## src/rtl/if_fetch_stage_if.sv

```systemverilog
// ============================================================================
// Module      : if_fetch_stage_if
// Description : Bundle of signals between the fetch stage, the instruction
//               SRAM, the hazard unit and the ID stage.
// Revision    : 1.0  initial release
// ============================================================================
`default_nettype none

interface if_fetch_stage_if;
  logic        id_write_en;
  logic        id_flush;
  logic [31:0] redirect_pc;
  logic        inst_sram_en;
  logic [31:0] inst_sram_addr;
  logic [31:0] inst_sram_rdata;
  logic        if_valid;
  logic [31:0] if_pc;
  logic [31:0] if_inst;

  // Fetch-stage side
  modport master (
    input  id_write_en, id_flush, redirect_pc, inst_sram_rdata,
    output inst_sram_en, inst_sram_addr, if_valid, if_pc, if_inst
  );

  // Environment side (hazard unit, ID stage, SRAM)
  modport slave (
    output id_write_en, id_flush, redirect_pc, inst_sram_rdata,
    input  inst_sram_en, inst_sram_addr, if_valid, if_pc, if_inst
  );
endinterface

`default_nettype wire

```

## src/rtl/if_fetch_stage.sv

```systemverilog
// ============================================================================
// Module      : if_fetch_stage
// Description : Instruction fetch stage. Issues one read per cycle to a
//               1-cycle-latency instruction SRAM and buffers returned
//               {pc, inst} pairs in a 2-entry FIFO feeding ID.
// Revision    : 1.0  initial release
// ============================================================================
`default_nettype none

module if_fetch_stage #(
  parameter logic [31:0] RESET_PC = 32'h1c00_0000
) (
  input  wire logic       clk,
  input  wire logic       rst,
  if_fetch_stage_if.master bus
);

  logic [31:0] pc_f_q, pc_f_d;
  logic        inflight_q, inflight_d;
  logic [31:0] inflight_pc_q, inflight_pc_d;
  logic [31:0] fifo_pc_q   [2];
  logic [31:0] fifo_inst_q [2];
  logic        rd_ptr_q, rd_ptr_d;
  logic        wr_ptr_q, wr_ptr_d;
  logic [1:0]  count_q, count_d;

  logic        pop;
  logic        push;
  logic        issue;
  logic [31:0] issue_addr;
  logic [2:0]  occupancy;

  // Handshake decode, issue decision and next-state computation
  always_comb begin
    pop        = (count_q != 2'd0) & bus.id_write_en & ~bus.id_flush;
    push       = inflight_q & ~bus.id_flush;
    // Slots that will be taken once the in-flight word lands; issuing only
    // when at most one is taken leaves room for the word issued now.
    occupancy  = {1'b0, count_q} + {2'b00, inflight_q};
    issue      = bus.id_flush | (occupancy <= (3'd1 + {2'b00, pop}));
    issue_addr = bus.id_flush ? bus.redirect_pc : pc_f_q;

    pc_f_d        = pc_f_q;
    inflight_d    = 1'b0;
    inflight_pc_d = inflight_pc_q;
    rd_ptr_d      = rd_ptr_q;
    wr_ptr_d      = wr_ptr_q;
    count_d       = count_q;

    if (bus.id_flush) begin
      rd_ptr_d = 1'b0;
      wr_ptr_d = 1'b0;
      count_d  = 2'd0;
    end else begin
      if (pop)  rd_ptr_d = ~rd_ptr_q;
      if (push) wr_ptr_d = ~wr_ptr_q;
      count_d = count_q + {1'b0, push} - {1'b0, pop};
    end

    if (issue) begin
      inflight_d    = 1'b1;
      inflight_pc_d = issue_addr;
      pc_f_d        = issue_addr + 32'd4;
    end
  end

  // SRAM request and ID-facing outputs; the head comes straight from storage
  always_comb begin
    bus.inst_sram_en   = issue & ~rst;
    bus.inst_sram_addr = {issue_addr[31:2], 2'b00};
    bus.if_valid       = (count_q != 2'd0);
    bus.if_pc          = bus.if_valid ? fifo_pc_q[rd_ptr_q]   : 32'd0;
    bus.if_inst        = bus.if_valid ? fifo_inst_q[rd_ptr_q] : 32'd0;
  end

  // Control state; reset drops buffered and in-flight data on the same edge
  always_ff @(posedge clk) begin
    if (rst) begin
      pc_f_q        <= RESET_PC;
      inflight_q    <= 1'b0;
      inflight_pc_q <= 32'd0;
      rd_ptr_q      <= 1'b0;
      wr_ptr_q      <= 1'b0;
      count_q       <= 2'd0;
    end else begin
      pc_f_q        <= pc_f_d;
      inflight_q    <= inflight_d;
      inflight_pc_q <= inflight_pc_d;
      rd_ptr_q      <= rd_ptr_d;
      wr_ptr_q      <= wr_ptr_d;
      count_q       <= count_d;
    end
  end

  // FIFO storage; validity is tracked by count, so the payload needs no reset
  always_ff @(posedge clk) begin
    if (push & ~rst) begin
      fifo_pc_q[wr_ptr_q]   <= inflight_pc_q;
      fifo_inst_q[wr_ptr_q] <= bus.inst_sram_rdata;
    end
  end

  // A push into a full FIFO without a matching pop would lose an instruction
  a_no_overflow: assert property (@(posedge clk) disable iff (rst)
    !(push && (count_q == 2'd2) && !pop));

endmodule

`default_nettype wire

```

## src/flat_wrapper.sv

```systemverilog
// flat-port wrapper written by rule: the top's interface ports become plain ports
module if_fetch_stage_flat 
#(
  parameter logic [31:0] RESET_PC = 32'h1c00_0000
)
  (clk, rst, bus_id_write_en, bus_id_flush, bus_redirect_pc, bus_inst_sram_rdata, bus_inst_sram_en, bus_inst_sram_addr, bus_if_valid, bus_if_pc, bus_if_inst);
  if_fetch_stage_if bus_i ();
  input  wire logic clk;
  input  wire logic rst;
  input wire logic [$bits(bus_i.id_write_en)-1:0] bus_id_write_en;
  input wire logic [$bits(bus_i.id_flush)-1:0] bus_id_flush;
  input wire logic [$bits(bus_i.redirect_pc)-1:0] bus_redirect_pc;
  input wire logic [$bits(bus_i.inst_sram_rdata)-1:0] bus_inst_sram_rdata;
  output wire logic [$bits(bus_i.inst_sram_en)-1:0] bus_inst_sram_en;
  output wire logic [$bits(bus_i.inst_sram_addr)-1:0] bus_inst_sram_addr;
  output wire logic [$bits(bus_i.if_valid)-1:0] bus_if_valid;
  output wire logic [$bits(bus_i.if_pc)-1:0] bus_if_pc;
  output wire logic [$bits(bus_i.if_inst)-1:0] bus_if_inst;
  assign bus_i.id_write_en = bus_id_write_en;
  assign bus_i.id_flush = bus_id_flush;
  assign bus_i.redirect_pc = bus_redirect_pc;
  assign bus_i.inst_sram_rdata = bus_inst_sram_rdata;
  assign bus_inst_sram_en = bus_i.inst_sram_en;
  assign bus_inst_sram_addr = bus_i.inst_sram_addr;
  assign bus_if_valid = bus_i.if_valid;
  assign bus_if_pc = bus_i.if_pc;
  assign bus_if_inst = bus_i.if_inst;
  if_fetch_stage #(.RESET_PC(RESET_PC)) u_core (.clk(clk), .rst(rst), .bus(bus_i));
endmodule
```

## config.mk

```make
export PLATFORM = sky130hd
export DESIGN_NAME = if_fetch_stage_flat
export DESIGN_NICKNAME = d
export VERILOG_FILES = /design/src/rtl/if_fetch_stage_if.sv /design/src/rtl/if_fetch_stage.sv /design/src/flat_wrapper.sv
export SDC_FILE = /design/constraint.sdc
export NUM_CORES = 1
export LEC_CHECK = 0
export BUFFER_PORTS_ARGS = -buffer_cell sky130_fd_sc_hd__buf_2
export CORE_MARGIN = 2
export CORE_UTILIZATION = 45
export DETAILED_ROUTE_END_ITERATION = 16
export PLACE_DENSITY = 0.78
export SYNTH_ARGS = -nofsm -noshare
export SYNTH_HDL_FRONTEND = slang
export SYNTH_SLANG_ARGS = --single-unit
```

## constraint.sdc

```tcl
create_clock -name clk -period 4.3 [get_ports clk]
set_input_delay 0.215 -clock clk [delete_from_list [all_inputs] [get_ports clk]]
set_output_delay 0.215 -clock clk [all_outputs]
set_load 0.02 [all_outputs]
```

# After elaboration in Yosys (flattened, before gate mapping)
# Memories as Yosys holds them, arrays and structs flattened. A register that Yosys moved wholly into a read port is not among the register bits.
# Index checks and enable logic that the tools add are counted.
# Widths: inputs -> output; s select.
classes:
  bitwise: 10
  reduce_logical: 2
  magnitude_cmp: 1
  n_mux: 10
  add_sub_neg: 5
ops:
  columns: ["op", "count"]
  rows:
  - ["$mux 32", 3]
  - ["$add 32x3->32 const B", 1]
  - ["$mux 1", 7]
  - ["$and 1x1->1", 5]
  - ["$not 1->1", 4]
  - ["$add 2x1->3", 1]
  - ["$le 3x3->1", 1]
  - ["$add 1x1->2 const A", 1]
  - ["$add 2x1->2", 1]
  - ["$reduce_bool 2->1", 1]
  - ["$reduce_or 2->1", 1]
  - ["$sub 2x1->2", 1]
  - ["$or 1x1->1", 1]
totals:
  ramBits: 128
  output_inout_bits: 98
  word_cells: 36
  n_memories: 2
  register_bits: 69
  inputBits: 68
mem_list:
  columns: ["memory", "depth", "word_bits", "rd", "rd_clocked_by_memory_dff", "write_ports", "line", "source"]
  rows:
  - ["u_core.fifo_inst_q", 2, 32, 1, 1, 1, "if_fetch_stage.sv:22", "logic [31:0] fifo_inst_q [2];"]
  - ["u_core.fifo_pc_q", 2, 32, 1, 1, 1, "if_fetch_stage.sv:21", "logic [31:0] fifo_pc_q [2];"]

# Logic depth before layout (Yosys ltp)
logic_depth:
  depth_word: 7
  depth_mapped: 14
  ltp_nobuf: 11

# Worst setup path after synthesis
# OpenSTA, ideal clock, no wires.
synth_timing:
  kind: "input-to-reg"
  start: "input bus_id_flush"
  end: "memory u_core.fifo_inst_q[0][0], enable pin"
  setup_time_ps: 487
  slack_ps: -73
  required_time_ps: 3813
  arrival_ps: 3886
  cell_stages: 8
  path_buffers: 5
  cell_sequence: "buf_6 > buf_6 > buf_2 > buf_2 > buf_2 > nor2_1 > nand2_1 > nor2_1"
synth_via:
  elab_chain_cells: 5
synth_rtl:
  columns: ["item", "line", "source"]
  rows:
  - ["start, declared", "flat_wrapper.sv:11", "input wire logic [$bits(bus_i.id_flush)-1:0] bus_id_flush;"]
  - ["$not 1->1", "if_fetch_stage.sv:36", "push = inflight_q & ~bus.id_flush;"]
  - ["$and 1x1->1", "if_fetch_stage.sv:36", null]
  - ["$and 1x1->1", "if_fetch_stage.sv:97", "if (push & ~rst) begin"]
  - ["$mux 1", "if_fetch_stage.sv:97", null]
  - ["$mux 1 (implied by the code)", "if_fetch_stage.sv:99", "fifo_inst_q[wr_ptr_q] <= bus.inst_sram_rdata;"]
  - ["end, declared", "if_fetch_stage.sv:22", null]
# No other way between the ends.

# Final worst setup path
layout_timing:
  start: "register u_core.count_q[1]"
  end: "output bus_inst_sram_en"
layout_via:
  elab_chain_cells: 7
  elab_cells_between_ends: 8
  classes_between: "2 x add/sub; 1 x order compare; 4 x bitwise; 1 x reduce/logical"
layout_rtl:
  columns: ["item", "line", "source"]
  rows:
  - ["start, declared", "if_fetch_stage.sv:25", "logic [1:0] count_q, count_d;"]
  - ["start signal, assigned", "if_fetch_stage.sv:91", "count_q <= count_d;"]
  - ["$reduce_bool 2->1", "if_fetch_stage.sv:35", "pop = (count_q != 2'd0) & bus.id_write_en & ~bus.id_flush;"]
  - ["$and 1x1->1 (2 in a row)", "if_fetch_stage.sv:35", null]
  - ["net u_core.pop", "if_fetch_stage.sv:27", "logic pop;"]
  - ["$add 1x1->2", "if_fetch_stage.sv:40", "issue = bus.id_flush | (occupancy <= (3'd1 + {2'b00, pop}));"]
  - ["$le 3x3->1", "if_fetch_stage.sv:40", null]
  - ["$or 1x1->1", "if_fetch_stage.sv:40", null]
  - ["$and 1x1->1", "if_fetch_stage.sv:69", "bus.inst_sram_en = issue & ~rst;"]
  - ["end, declared", "flat_wrapper.sv:14", "output wire logic [$bits(bus_i.inst_sram_en)-1:0] bus_inst_sram_en;"]
# The timed path passes the listed nets, and every way through them passes these cells.

==> summary.md <==
| Metric | Value |
|---|---|
| Vias in the first global route | `5,815` |
| CTS clk-pin slew, worst paths | `0.07 ns` |
| RSZ-0062 raised after global routing | `no` |
| Rel. slew slack | `38.8%` |
| Final GP Congestion | `0.847` |
| Grt total ovfl | `0` |
| Initial Utilization | `45.8%` |
| GRT Overall Usage | `18.4%` |
| Status | `finished clean` |
| CP Data Required Time | `4.09 ns` |
| Max Root-Sink Buffers | `2` |
| Routed Antenna Nets | `0` |
| Syn_area_per_cell | `11.6 um^2` |
| Half-perimeter wire length after placement | `13.1 mm` |
| Yosys reg bits | `196` |
| Startpoint Class | `register` |
| Setup CP Type | `reg -> out` |
| Fin crit share | `83.2%` |
| Worst-Skew Late Latency | `0.43 ns` |
| Row count | `51` |
| Iteration-0 DRC Markers | `485` |
| Fraction of registers with async set/reset | `0%` |
| CP endpoint kind | `output port` |
| H-tree depth | `4` |
| Resized Gates After CTS | `0` |
| Die width | `145 um` |
| Synth Warn # | `0` |
| Die area | `0.0210 mm^2` |
| CTS sink count | `196` |
| Unique masters post-synth | `53` |
| Largest net degree at the start of global routing | `67` |
| Setup TNS | `0 ns` |
| Routed len/inst | `16.4 um` |
| Total CTS buffers | `17` |
| Sequential area share after synthesis | `58.4%` |
| Most frequent cell after synthesis | `edfxtp_1` |
| PD cells | `414 mW/mm^2` |
| MaxCap Viol Count | `0` |
| Post-placement worst setup slack | `1.10 ns` |
| Minimum clock period | `3.58 ns` |
| LEAKAGE | `4.22 nW` |
| Final Hold Fails | `0` |
| Fillers | `1,656` |
| Clk root buf | `clkbuf_16` |
| Share of cells above drive strength 1 | `25.5%` |
| Initial antenna violation count | `0` |
| Clock skew | `0.00827 ns` |
| Area leader, netlist | `edfxtp_1` |
| Synth Flop Type | `edfxtp_1` |
| Worst Max-Slew Pin Slew | `0.918 ns` |
| Synthesized netlist cell count | `771` |
| Top cells by count, synth | `128 x edfxtp_1, 122 x nor2_1, 84 x mux2i_1, 68 x dfxtp_1, 37 x nand2_1` |
| Top Ports | `166` |
| Setup violators final | `0` |
| Final setup margin | `0.721 ns` |
| Peak Freq | `279 MHz` |
| CP Max Fanout | `45` |
| Cell area after technology mapping | `0.00892 mm^2` |
| Yosys top cell area share | `43.1%` |
| Crit path DAT | `3.36 ns` |
| Die Ht | `145 um` |
| Port buffer count | `163` |
| First-pass GRT wire length | `30.0 mm` |
| Final Util | `54.9%` |
| Total routed wirelength | `19.6 mm` |
| Worst hold slack | `0.0291 ns` |
| Hold Crit Class | `in -> reg` |
| Nets | `992` |
| Final Max Slew Viols | `0` |
| Core Box Area | `0.0195 mm^2` |
| Residual DRC | `0` |
| ANT cells | `0` |
| Post-synth EDFFs | `128` |
| Vias | `6,292` |
| Largest cells by area after synthesis | `edfxtp_1 43%, dfxtp_1 15%, mux2i_1 9.4%` |
| Vias/cell | `5.27` |
| Maximum VDD drop | `0.000292 V` |
| DRT Pass-1 Iters | `5` |
| CTS tree | `done` |
| Layout area overhead | `19.7%` |
-- layout by cell type, fill, tap and decap left out, types with 3 or more instances in the layout --
cell type / Yosys / final
edfxtp_1: 128 / 128
mux2i_1: 84 / 84
nor2_1: 122 / 120
inv_6: 0 / 5
nand4b_1: 5 / 5
a211oi_1: 20 / 20
or3_1: 3 / 3
a22oi_1: 4 / 4
mux2_2: 15 / 15
buf_4: 34 / 10
a31oi_1: 3 / 3
xnor2_1: 8 / 8
a222oi_1: 3 / 3
nand4_1: 26 / 26
buf_2: 10 / 163
inv_8: 0 / 3
nand3b_1: 9 / 9
or4_1: 3 / 3
a21oi_1: 19 / 19
a311o_1: 4 / 4
nand2_1: 37 / 37
ha_1: 6 / 6
o21ai_0: 5 / 5
xor2_1: 6 / 6
o211ai_1: 4 / 4
inv_1: 24 / 24
nor4_1: 5 / 5
dlygate4sd3_1: 0 / 32
clkbuf_16: 0 / 17
dfxtp_1: 68 / 67
nand3_1: 25 / 25
nor3_1: 23 / 23
and3_1: 4 / 3
-- cell type report --
class	instances	area [um^2]	area share, %
Clock buffer	17	425	3.98
Clock inverter	15	188	1.76
Inverter	24	90.1	0.844
Multi-Input combinational cell	472	3200	30.0
Sequential cell	196	5210	48.8
Tap cell	265	332	3.11
Timing Repair Buffer	206	1230	11.5
-- per-layer routing --
layer | routed length (um) | vias to the layer above | global-route usage (%)
met5 | 0 | - | 0
met4 | 214 | 0 | 4.65
met3 | 1240 | 18 | 3.65
met2 | 9380 | 236 | 29.9
met1 | 8780 | 2961 | 25.5
li1 | - | 3077 | -
-- worst max-delay path, stage by stage (launching register included) --
cell	delay, ns
dfxtp_1	0.41
nor2_4	0.04
inv_1	0.06
nand2_1	0.07
or2_2	0.29
inv_1	0.12
fa_1	0.42
or3_1	0.38
a221oi_4	0.52
buf_12	0.29
nor2_1	0.09
buf_2	0.20
-- metrics by stage --
step	std cells	area [um^2]	power (mW)
final	1195	10700	4.42
after global routing	1195	10700	4.59
after CTS	1195	10700	4.45
after detailed placement	1131	9740	2.81
after global placement	1131	9740	2.79
after floorplan	772	8920	2.65
-- flip-flops by register name, indices dropped and copies added, names as in the netlist, named ones only --
signal,cells
u_core.count_q,2
u_core.fifo_inst_q,64
u_core.fifo_pc_q,64
u_core.inflight_pc_q,32
u_core.inflight_q,1
u_core.pc_f_q,30
u_core.rd_ptr_q,1
u_core.wr_ptr_q,1
-- cells by family (layout without fill, tap and decap cells) --
group / count (synthesis) / in the layout / share of synthesized area (%)
compound gates: 77 / 77 / 6.68
buf+inv: 104 / 262 / 6.12
flops: 196 / 196 / 58.4
other cells: 1 / 2 / 0.0421
mux: 99 / 99 / 11.3
fa+ha+maj: 7 / 7 / 1.07
xor+xnor: 14 / 14 / 1.38
simple gates: 273 / 273 / 15.0
-- worst paths after layout --
check	from	end	slack (ns)	depth (start not counted)
hold reg to reg	u_core.inflight_pc_q[1]$_SDFFE_PP0P_	u_core.fifo_pc_q[1][1]$_DFFE_PP_	0.45	0
setup reg to reg	u_core.count_q[1]$_SDFF_PP0_	u_core.pc_f_q[30]$_SDFFE_PP0P_	1.09	11
hold / removal	bus_redirect_pc[0]	u_core.inflight_pc_q[0]$_SDFFE_PP0P_	0.03	3
setup / recovery	u_core.count_q[1]$_SDFF_PP0_	bus_inst_sram_en	0.72	11
-- power breakdown --
group	internal, mW	switching [mW]	leakage (nW)
sequential	2.13	0.0789	1.74
combinational	0.219	0.368	2.18
clock	0.887	0.739	0.302
total	3.23	1.19	4.22
-- repair_timing --
item	in CTS	in global routing
hold buffers	32	0
hold endpoints to repair	64	0
setup buffers	0	0
endpoints found under the setup margin	0	0
Note: power is estimated with default switching activity, not from simulation.
